[src/rtl/clock_enable_sequencer.sv]
// ---------------------------------------------------------------------------
// clock_enable_sequencer
//
// Qualifies the clock wizard lock, then releases per-domain synchronous
// resets one at a time with a programmable stagger. Each domain's clock
// enable follows its request only once that domain is out of reset. Any
// loss of lock after qualification collapses every domain back into reset
// and the sequence starts over.
//
// Ports:
//   root_clock    in   sole clock, rising edge
//   root_rst_n    in   asynchronous active-low reset
//   locked        in   wizard lock, asynchronous to root_clock
//   en_req        in   per-domain clock-enable request
//   domain_rst_n  out  per-domain active-low reset (registered)
//   clock_en      out  per-domain clock enable (registered)
//   all_ready     out  every domain released
//   lock_lost     out  sticky, set on lock loss after qualification
//
// state      | meaning
// -----------+------------------------------------------------------------
// WAIT_LOCK  | all domains in reset; filtering synchronised lock
// RELEASE    | lock qualified; releasing domains in ascending order
// RUN        | all domains released; watching for lock loss
// ---------------------------------------------------------------------------
module clock_enable_sequencer #(
    parameter int NUM_DOMAINS    = 4,
    parameter int SYNC_STAGES    = 3,
    parameter int LOCK_FILTER    = 8,
    parameter int STAGGER_CYCLES = 16
) (
    input  logic                   root_clock,
    input  logic                   root_rst_n,
    input  logic                   locked,
    input  logic [NUM_DOMAINS-1:0] en_req,
    output logic [NUM_DOMAINS-1:0] domain_rst_n,
    output logic [NUM_DOMAINS-1:0] clock_en,
    output logic                   all_ready,
    output logic                   lock_lost
);

    localparam int CMAX = (LOCK_FILTER > STAGGER_CYCLES) ? LOCK_FILTER : STAGGER_CYCLES;
    localparam int CW   = $clog2(CMAX + 1);
    localparam int IW   = $clog2(NUM_DOMAINS + 1);

    typedef enum logic [1:0] {
        WAIT_LOCK = 2'd0,
        RELEASE   = 2'd1,
        RUN       = 2'd2
    } state_t;

    state_t                   state, state_nxt;
    logic [SYNC_STAGES-1:0]   sync_q;
    logic                     locked_s;
    logic [CW-1:0]            filt_cnt, filt_nxt;
    logic [CW-1:0]            stag_cnt, stag_nxt;
    logic [IW-1:0]            idx, idx_nxt;
    logic [NUM_DOMAINS-1:0]   rst_nxt;
    logic [NUM_DOMAINS-1:0]   ce_nxt;
    logic                     ready_nxt;
    logic                     lost_nxt;

    assign locked_s = sync_q[SYNC_STAGES-1];

    always_ff @(posedge root_clock or negedge root_rst_n) begin
        if (!root_rst_n) begin
            sync_q <= '0;
        end else begin
            sync_q <= {sync_q[SYNC_STAGES-2:0], locked};
        end
    end

    always_ff @(posedge root_clock or negedge root_rst_n) begin
        if (!root_rst_n) begin
            state        <= WAIT_LOCK;
            filt_cnt     <= '0;
            stag_cnt     <= '0;
            idx          <= '0;
            domain_rst_n <= '0;
            clock_en     <= '0;
            all_ready    <= 1'b0;
            lock_lost    <= 1'b0;
        end else begin
            state        <= state_nxt;
            filt_cnt     <= filt_nxt;
            stag_cnt     <= stag_nxt;
            idx          <= idx_nxt;
            domain_rst_n <= rst_nxt;
            clock_en     <= ce_nxt;
            all_ready    <= ready_nxt;
            lock_lost    <= lost_nxt;
        end
    end

    always_comb begin
        state_nxt = state;
        filt_nxt  = filt_cnt;
        stag_nxt  = stag_cnt;
        idx_nxt   = idx;
        rst_nxt   = domain_rst_n;
        ready_nxt = all_ready;
        lost_nxt  = lock_lost;
        // Gate with the current registered reset so an enable can only appear
        // the cycle after the domain has been released.
        ce_nxt    = en_req & domain_rst_n;

        case (state)
            WAIT_LOCK: begin
                if (locked_s) begin
                    if (filt_cnt != CW'(CMAX)) begin
                        filt_nxt = filt_cnt + CW'(1);
                    end
                    if (filt_nxt >= CW'(LOCK_FILTER)) begin
                        state_nxt = RELEASE;
                        stag_nxt  = '0;
                        idx_nxt   = '0;
                    end
                end else begin
                    filt_nxt = '0;
                end
            end

            RELEASE, RUN: begin
                if (!locked_s) begin
                    // Lock loss takes priority over any release due this edge.
                    state_nxt = WAIT_LOCK;
                    rst_nxt   = '0;
                    ce_nxt    = '0;
                    ready_nxt = 1'b0;
                    lost_nxt  = 1'b1;
                    filt_nxt  = '0;
                    stag_nxt  = '0;
                    idx_nxt   = '0;
                end else if (state == RELEASE) begin
                    if (stag_cnt != CW'(CMAX)) begin
                        stag_nxt = stag_cnt + CW'(1);
                    end
                    if (stag_nxt == CW'(STAGGER_CYCLES)) begin
                        stag_nxt = '0;
                        for (int i = 0; i < NUM_DOMAINS; i++) begin
                            if (idx == IW'(i)) begin
                                rst_nxt[i] = 1'b1;
                            end
                        end
                        idx_nxt = idx + IW'(1);
                        if (idx_nxt == IW'(NUM_DOMAINS)) begin
                            state_nxt = RUN;
                            ready_nxt = 1'b1;
                        end
                    end
                end
            end

            default: begin
                state_nxt = WAIT_LOCK;
            end
        endcase
    end

endmodule

[config.mk]
export PLATFORM = sky130hd
export DESIGN_NAME = clock_enable_sequencer
export DESIGN_NICKNAME = d
export VERILOG_FILES = /design/src/rtl/clock_enable_sequencer.sv
export SDC_FILE = /design/constraint.sdc
export NUM_CORES = 1
export LEC_CHECK = 0
export CORE_UTILIZATION = 25
export DETAILED_ROUTE_END_ITERATION = 7
export PLACE_DENSITY = 0.47
export SLEW_MARGIN = 20
export SYNTH_ARGS = -nofsm -noshare
export SYNTH_HDL_FRONTEND = slang
export SYNTH_SLANG_ARGS = --single-unit
export TNS_END_PERCENT = 20
[constraint.sdc]
create_clock -name root_clock -period 4.95 [get_ports root_clock]
set_input_delay 1.2375 -clock root_clock [delete_from_list [all_inputs] [get_ports root_clock]]
set_output_delay 1.2375 -clock root_clock [all_outputs]
set_load 0.02 [all_outputs]
# Word-level counts from Yosys, hierarchy flattened
# Index checks and enable logic that the tools add are counted.
dict set report totals {
  in_bits 7
  ff_bits 28
  wordCells 96
  output_inout_bits 10
}
dict set report classes {
  add_sub_neg 3
  n_reduce_logical 14
  n_lt_le_gt_ge 1
  n_eq_ne 22
  bitwise_logic 2
  n_mux 42
}
# op n
set op_table {}
lappend op_table {{$mux W5} 14}
lappend op_table {{$reduce_and A4 Y1} 6}
lappend op_table {{$mux W4} 5}
lappend op_table {{$pmux W5 S2} 2}
lappend op_table {{$mux W3} 5}
lappend op_table {{$ne A2 B1 Y1 const B} 7}
lappend op_table {{$mux W2} 6}
lappend op_table {{$add A5 B1 Y5 const B} 2}
lappend op_table {{$ne A5 B5 Y1 const B} 2}
lappend op_table {{$reduce_and A5 Y1} 2}
lappend op_table {{$ne A3 B3 Y1 const B} 3}
lappend op_table {{$mux W1} 8}
lappend op_table {{$eq A3 B2 Y1 const B} 2}
lappend op_table {{$ne A2 B2 Y1 const B} 3}
lappend op_table {{$pmux W3 S2} 1}
lappend op_table {{$eq A5 B5 Y1 const B} 1}
lappend op_table {{$ge A5 B4 Y1 const B} 1}
lappend op_table {{$and A4 B4 Y4} 1}
lappend op_table {{$pmux W2 S2} 1}
lappend op_table {{$reduce_and A2 Y1} 2}
lappend op_table {{$add A3 B1 Y3 const B} 1}
lappend op_table {{$eq A3 B1 Y1 const B} 1}
lappend op_table {{$eq A3 B3 Y1 const B} 1}
lappend op_table {{$logic_not A3 Y1} 1}
lappend op_table {{other kinds (6)} 6}

# Logic depth before layout (Yosys ltp)
# Gate-level depths: netlist of the first run.
dict set report logic_depth {
  ltp_word 10
  depth_mapped 8
  ltp_nobuf 8
}

# Least setup slack after synthesis of the first run
# OpenSTA, ideal clock, no wires.
dict set report synth_timing {
  path_type {reg-to-reg}
  from {register filt_cnt[0]}
  to {register idx[0]}
  n_path_buf 1
  setup_ns 0.118
  stages_incl_launch_ff 9
  synth_period_minus_slack_ns 1.868
  path_slack_ns 3.082
  required_ns 4.832
  arrival_ns 1.750
  path_cell_list {dfrtp_1 ha_1 xnor2_1 a31oi_2 nand2_2 a21o_1 buf_6 o21bai_1 a21o_1}
}
dict set report synth_between {
  elab_chain_len 7
  elab_cells_between_ends 8
  cone_classes {1 x add/sub; 1 x order compare; 2 x eq/ne; 3 x mux; 1 x reduce/logical}
}
# element line
set synth_lines {}
lappend synth_lines {{start, declared} 55} ;# logic [CW-1:0] filt_cnt, filt_nxt;
lappend synth_lines {{start signal, assigned} 85} ;# filt_cnt <= filt_nxt;
lappend synth_lines {{$add A5 B1 Y5 or $ne A5 B5 Y1 (tied branches)} {111, 110}}
lappend synth_lines {{$mux W5 *} 110} ;# if (filt_cnt != CW'(CMAX)) begin
lappend synth_lines {{$mux W5 *} 109} ;# if (locked_s) begin
lappend synth_lines {{$mux W5 *} 107} ;# case (state)
lappend synth_lines {{$ge A5 B4 Y1 *} 113} ;# if (filt_nxt >= CW'(LOCK_FILTER)) begin
lappend synth_lines {{$ne A2 B2 Y1 (no line) *} n/a}
lappend synth_lines {{$reduce_and A5 Y1 (no line) *} n/a}
lappend synth_lines {{end signal, assigned} 87} ;# idx <= idx_nxt;
lappend synth_lines {{end, declared} 57} ;# logic [IW-1:0] idx, idx_nxt;
# Every way passes the cells marked *; elsewhere a longest branch is shown, timed or not. The select of a mux whose other input is x is not followed.
# A chain may end at the register's enable or synchronous reset.

# Worst setup path in the final report of the first run
dict set report layout_timing {
  from {register domain_rst_n[3]}
  to {output port domain_rst_n[3]}
}
# element line
set layout_rtl {}
lappend layout_rtl {{start, declared} 36} ;# output logic [NUM_DOMAINS-1:0] domain_rst_n,
lappend layout_rtl {{start signal, assigned} 88} ;# domain_rst_n <= rst_nxt;
# No word-level cell between the ends.

==> reports/qor.csv, run 1 <==
stage;metric;value;unit
clocking;cts.sinks;28;
floorplan;dieArea;6438;um^2
setup_path;reg2reg_depth;7;
final_layout;nets;189;
setup_path;r2r_slack;2.82;ns
clocking;root_buffer;clkbuf_8;
placement;hpwl;2065;um
power;leakage;0.7624;nW
grt;overflow;0;
setup_path;cp_max_fo;3;
final_layout;layout_commonest_cell;dfrtp_1;
min_path;hold_end;sync_q[1];
synthesis;synth_cells;155;
synthesis;avgSynthCellArea;9.872;um^2
power;power_density;311.3;nW/um^2
setup_path;setup.worst_path.end_class;output port;
setup_path;cp_cell_sequence;clkdlybuf4s50_1;
synthesis;synthTopCellsByArea;dfrtp_1 46%, ha_1 9.0%, o21ai_0 3.6%;
final_layout;final_cell_mix;28 x dfrtp_1, 16 x clkdlybuf4s50_1, 13 x inv_1, 13 x nand2_1;
synthesis;synth-adder-area-share;8.994;%
drt;via_count;1138;
sta;fmax;401.6;MHz
power;p_total;0.5558;mW
floorplan;pin_count;17;
min_path;whs_path_depth;0;
sta;slew_viol_final;0;
synthesis;synth_xor_xnor_area_share;1.145;%
final_layout;final_util;30.16;%
setup_path;start_kind;flop;
placement;gp_congestion;0.7580;
grt;grt_pass1_vias;984;
setup_path;worstSetupPathType;reg2out;
final_layout;diodes;0;
drt;drtPass1Iterations;4;
floorplan;initial_utilization;25.85;%
drt;ant_nets;0;
setup_path;crit_path_max_incr_delay;0.61;ns
setup_path;reg2reg_from;stag_cnt[0];
final_layout;drive_gt1_share;6.509;%
sta;setup_viol;0;
clocking;ctsHoldBuffers;0;
clocking;clkTransAtPathRegs;0.09;ns
drt;routedWlPerCell;11.68;um
sta;finalHoldViolCount;0;
grt;track_usage;9.797;%
synthesis;synth_nets;173;
synthesis;synthMuxAreaShare;0;%
grt;grt_antenna_before_repair;0;
sta;grt_setup_unrepaired;false;
synthesis;synth_top_area_share;45.79;%
final_layout;area_growth;16.68;%
setup_path;arrival;1.25;ns
sta;skew;0.002177;ns
synthesis;synth_top_family_by_area;compound AO/OA/AOI/OAI gates;
synthesis;yosys.area_share.simple;18.64;%
drt;wl;2851;um
clocking;clockBufferDepth;2;
sta;slew_headroom;67.84;%
min_path;worstHoldStart;sync_q[0];
sta;worst_pin_slew;0.4795;ns
synthesis;synth_flop_cell;dfrtp_1;
grt;grt_max_degree;29;
sta;finalSetupTns;0;ns
synthesis;ys_ff_latch;28;
floorplan;die_w;80.24;um
synthesis;syn-cell-area;1530;um^2
floorplan;die_h;80.24;um
sta;min_period;2.490;ns
synthesis;synth.largest_area_cell;dfrtp_1;
sta;period_share;50.30;%
setup_path;cp.required;3.71;ns
power;max-vdd-ir-drop;0.1269;mV
synthesis;yosysSeqAreaShare;45.79;%
synthesis;synth-compound-area-share;19.13;%
floorplan;rows;28;
clocking;clk_latency;0.27;ns
synthesis;yosysWarnings;0;
synthesis;synth_cell_type_count;41;
synthesis;synth_edf_count;0;
setup_path;path_delay_family;buffers and inverters;
clocking;htreeDepth;1;
drt;drt_iter0_drc;36;
grt;grt_pass1_wl;4878;um
floorplan;coreArea;5921;um^2
drt;drc_errors;0;
setup_path;rr_endpoint;state[0];
min_path;hold_path_class;reg2reg;
clocking;cts_resized;0;
job;maxCapViolations;0;
placement;port_buffers;16;
outcome;status;completed;
synthesis;async_reset_ff_share;100.0;%
drt;avgViaCountPerCell;4.664;
setup_path;crit_buf_inv;1;
clocking;post_cts.repair.setup_buffers;0;
clocking;tritoncts;yes;
clocking;numCtsBuffers;3;
setup_path;slowest_stage;clkdlybuf4s50_1;
==> cell usage after synthesis, drive strengths merged, types with 3 or more instances <==
cell and n:
dfrtp 28, inv 13, o2bb2ai 3, nand2 14, and3 7, clkbuf 4, nor2 6, nand3 6
o211ai 4, nor3 5, a21oi 9, ha 11, o21ai 13
==> area by class of cell <==
cell class / instances / area, um^2
Fill cell: 616 / 4135
Inverter: 13 / 48.80
Timing Repair Buffer: 17 / 167.7
Clock buffer: 3 / 41.29
Tap cell: 75 / 93.84
Sequential cell: 28 / 700.7
Multi-Input combinational cell: 108 / 733.2
==> registers in the layout, indices dropped and copies added, names as in the netlist <==
register      flops
state             2
sync_q            3
lock_lost         1
idx               3
filt_cnt          5
stag_cnt          5
all_ready         1
clock_en          4
domain_rst_n      4
==> cell families (layout without fill, tap and decap cells) <==
family                     after synthesis  count (layout)
buffers and inverters                   19              33
AOI/OAI and AO/OA                       44              44
adders and majority gates               11              11
and+or+nand+nor                         51              51
xor gates and xnor gates                 2               2
DFF                                     28              28
==> metal layers <==
metal,up-vias,wire (um),track usage [%]
met5,-,0,0
met4,0,4,1.786
met3,2,92,2.955
met2,13,1255,14.44
met1,543,1498,14.12
li1,580,-,-
==> power by group <==
part / total (mW) / internal (mW) / leakage, nW / switching [mW]
sequential: 0.273 / 0.248 / 0.379 / 0.0250
clock: 0.123 / 0.0546 / 0.0216 / 0.0679
combinational: 0.160 / 0.0590 / 0.362 / 0.101
==> worst max path at each step <==
stage / depth (start not counted) / slack (ns) / end / start
2_1_floorplan: 8 / 3.08 / idx[0] / filt_cnt[0]
3_3_place_gp: 1 / 2.76 / domain_rst_n[3] / domain_rst_n[3]
3_5_place_dp: 1 / 2.75 / domain_rst_n[2] / domain_rst_n[2]
4_1_cts: 1 / 2.44 / domain_rst_n[3] / domain_rst_n[3]
5_1_grt: 1 / 2.40 / domain_rst_n[3] / domain_rst_n[3]
6_report: 1 / 2.46 / domain_rst_n[3] / domain_rst_n[3]
==> stage by stage <==
stage | cells | hold WS, ns | instance area, um^2 | worst slack [ns]
floorplan | 155 | 0.3312 | 1530 | 3.082
global placement | 241 | 0.3385 | 1744 | 2.763
detailed placement | 241 | 0.3371 | 1744 | 2.755
CTS | 244 | 0.3592 | 1785 | 2.440
global route | 244 | 0.3611 | 1785 | 2.402
finish | 244 | 0.3556 | 1785 | 2.460
Note: power is estimated with default switching activity, not from simulation.
==> run 2, diff against run 1 <==
Settings changed: PLACE_DENSITY 0.47 to 0.48.
Clock period 4.95 ns to 2.2 ns, I/O delays scaled along.
==> run 2 against run 1 <==
Net effect: global-route usage rose by 0.61 points; sequential share of layout area fell by 0.95 points; hold slack improved by 0.00089 ns; routed wire length rose by 2.9%; non-clock buffer count rose by 3; register-to-register slack got worse by 2.7 ns; clock skew rose by 0.0032 ns; sequential power rose by 130%; utilization rose by 0.80 points; die area did not move; critical path type is now reg2reg.
==> reports/qor.csv, run 2 (same netlist as run 1, synthesis figures left out) <==
stage;metric;value;unit;change
final_layout;final_cell_mix;27 x dfrtp_1, 16 x clkdlybuf4s50_1, 13 x inv_1, 13 x nand2_1;;
clocking;numCtsBuffers;3;;unchanged
clocking;clkTransAtPathRegs;0.10;ns;about the same
power;power_density;728.7;nW/um^2;+130%
drt;drtPass1Iterations;2;;-2
grt;grt_max_degree;29;;unchanged
power;max-vdd-ir-drop;0.2941;mV;+130%
setup_path;path_depth;7;;+6
clocking;htreeDepth;1;;unchanged
setup_path;cp.required;2.37;ns;-1.34 ns
final_layout;final_util;30.96;%;+0.80 points
setup_path;start_kind;flop;;
clocking;ctsHoldBuffers;0;;unchanged
sta;finalHoldViolCount;0;;unchanged
setup_path;crit_buf_inv;0;;-1
final_layout;drive_gt1_share;10.98;%;+4.5 points
sta;period_share;93.63;%;
setup_path;path_delay_family;compound AO/OA/AOI/OAI gates;;
clocking;post_cts.repair.setup_buffers;0;;unchanged
sta;slew_headroom;70.78;%;+2.9 points
final_layout;fill_cells;616;;unchanged
grt;grt.met1_usage;14.01;%;-0.10 points
drt;wl;2934;um;+2.9%
sta;grt_setup_unrepaired;true;;
drt;ant_nets;0;;unchanged
sta;setup_viol;0;;unchanged
setup_path;arrival;2.23;ns;+0.98 ns
outcome;status;completed;;
final_layout;reg.largest.list;filt_cnt: 5 flops, stag_cnt: 5 flops;;
floorplan;coreArea;5921;um^2;unchanged
drt;drt_iter0_drc;41;;+14%
grt;overflow;0;;unchanged
sta;min_period;2.060;ns;
setup_path;setup.worst_path.end_class;flop;;
grt;track_usage;10.41;%;+0.61 points
clocking;clk_latency;0.27;ns;about the same
final_layout;layout_commonest_cell;dfrtp_1;;
grt;busiest_layer;met2;;
setup_path;crit_path_max_incr_delay;0.47;ns;-0.14 ns
grt;use_met2;17.01;%;+2.6 points
clocking;cts.sinks;28;;unchanged
drt;avgViaCountPerCell;4.661;;about the same
placement;dpl_cell_area;1767;um^2;+1.3%
drt;routedWlPerCell;11.83;um;+1.3%
sta;worst_pin_slew;0.4383;ns;-0.04118 ns
grt;grt_pass1_wl;5175;um;+6.1%
sta;fmax;485.5;MHz;
clocking;clockBufferDepth;2;;unchanged
floorplan;dieArea;6438;um^2;unchanged
sta;slew_viol_final;0;;unchanged
job;maxCapViolations;0;;unchanged
setup_path;reg2reg_depth;7;;unchanged
setup_path;worstSetupPathType;reg2reg;;
final_layout;area_growth;19.79;%;
final_layout;diodes;0;;unchanged
placement;port_buffers;16;;unchanged
floorplan;die_h;80.24;um;unchanged
setup_path;slowest_stage;dfrtp_1;;
setup_path;cp_max_fo;10;;+7
clocking;tritoncts;yes;;
min_path;hold_path_class;reg2reg;;
floorplan;pin_count;17;;unchanged
power;leakage;0.7821;nW;+2.6%
drt;via_count;1156;;+1.6%
floorplan;initial_utilization;25.85;%;unchanged
setup_path;cp_cell_sequence;ha_1, xnor2_1, a31oi_2, nand2_2, a21o_2, o21bai_1, a21o_1;;
placement;hpwl;2110;um;+2.2%
sta;skew;0.005419;ns;+0.003242 ns
grt;grt_pass1_vias;1069;;+8.6%
final_layout;final_area;1833;um^2;+2.7%
floorplan;die_w;80.24;um;unchanged
final_layout;nets;192;;+1.6%
placement;gp_congestion;0.7786;;+2.7%
floorplan;rows;28;;unchanged
grt;grt_antenna_before_repair;0;;unchanged
clocking;root_buffer;clkbuf_8;;
min_path;whs_path_depth;0;;unchanged
drt;drc_errors;0;;unchanged
grt;grt_util_met3;2.727;%;-0.23 points
## run 2: timing repair
item                                   4_1_cts  5_1_grt
endpoints found under the hold margin        0        0
setup endpoints to repair                    0        5
gates resized for setup                      0        4
## run 2: path summary, 6_finish.rpt
| check | slack, ns | to | from |
|---|---|---|---|
| setup / recovery | 0.14 | idx[0] | filt_cnt[1] |
| setup reg to reg | 0.14 | idx[0] | filt_cnt[1] |
| hold reg to reg | 0.36 | sync_q[2] | sync_q[1] |
| max in group asynchronous | 1.26 | filt_cnt[0] | root_rst_n |
| min in group asynchronous | 0.65 | filt_cnt[1] | root_rst_n |
| hold / removal | 0.36 | sync_q[2] | sync_q[1] |
## run 2: cell type report
cell class              instances  area (um^2)  share of cell area, %
inverters                      13        48.80                  2.662
flip-flops and latches         28        701.9                  38.29
repair buffers                 20        190.2                  10.38
clock buffers                   4        55.05                  3.003
well taps                      75        93.84                  5.119
multi-input cells             108        743.2                  40.55
## run 2: routing by layer
layer	share of wire, %	wire length (um)
met3	2.0	59
met5	0	0
met1	51	1498
met4	0.14	4
met2	47	1372
## run 2: worst register-to-register path: stages (launching register included)
cell,delay [ns]
dfrtp_1,0.47
ha_1,0.26
xnor2_1,0.14
a31oi_2,0.27
nand2_2,0.11
a21o_2,0.30
o21bai_1,0.21
a21o_1,0.20
## run 2: report_power, final
part	switching [mW]	internal (mW)	leakage, nW
registers	0.0563	0.560	0.378
logic	0.245	0.153	0.375
clock network	0.162	0.160	0.0288
## run 2: through the flow
| step | cells | setup slack, ns | hold slack, ns | setup TNS (ns) | total power [mW] |
|---|---|---|---|---|---|
| finish | 248 | 0.1401 | 0.3565 | 0 | 1.336 |
| floorplan | 155 | 0.3321 | 0.2544 | 0 | 0.9063 |
| CTS | 248 | 0.1029 | 0.3586 | 0 | 1.335 |
| global placement | 244 | 0.08214 | 0.3336 | 0 | 1.016 |
| global route | 248 | -0.004641 | 0.3816 | -0.004641 | 1.446 |
| detailed placement | 244 | 0.1121 | 0.3355 | 0 | 1.010 |
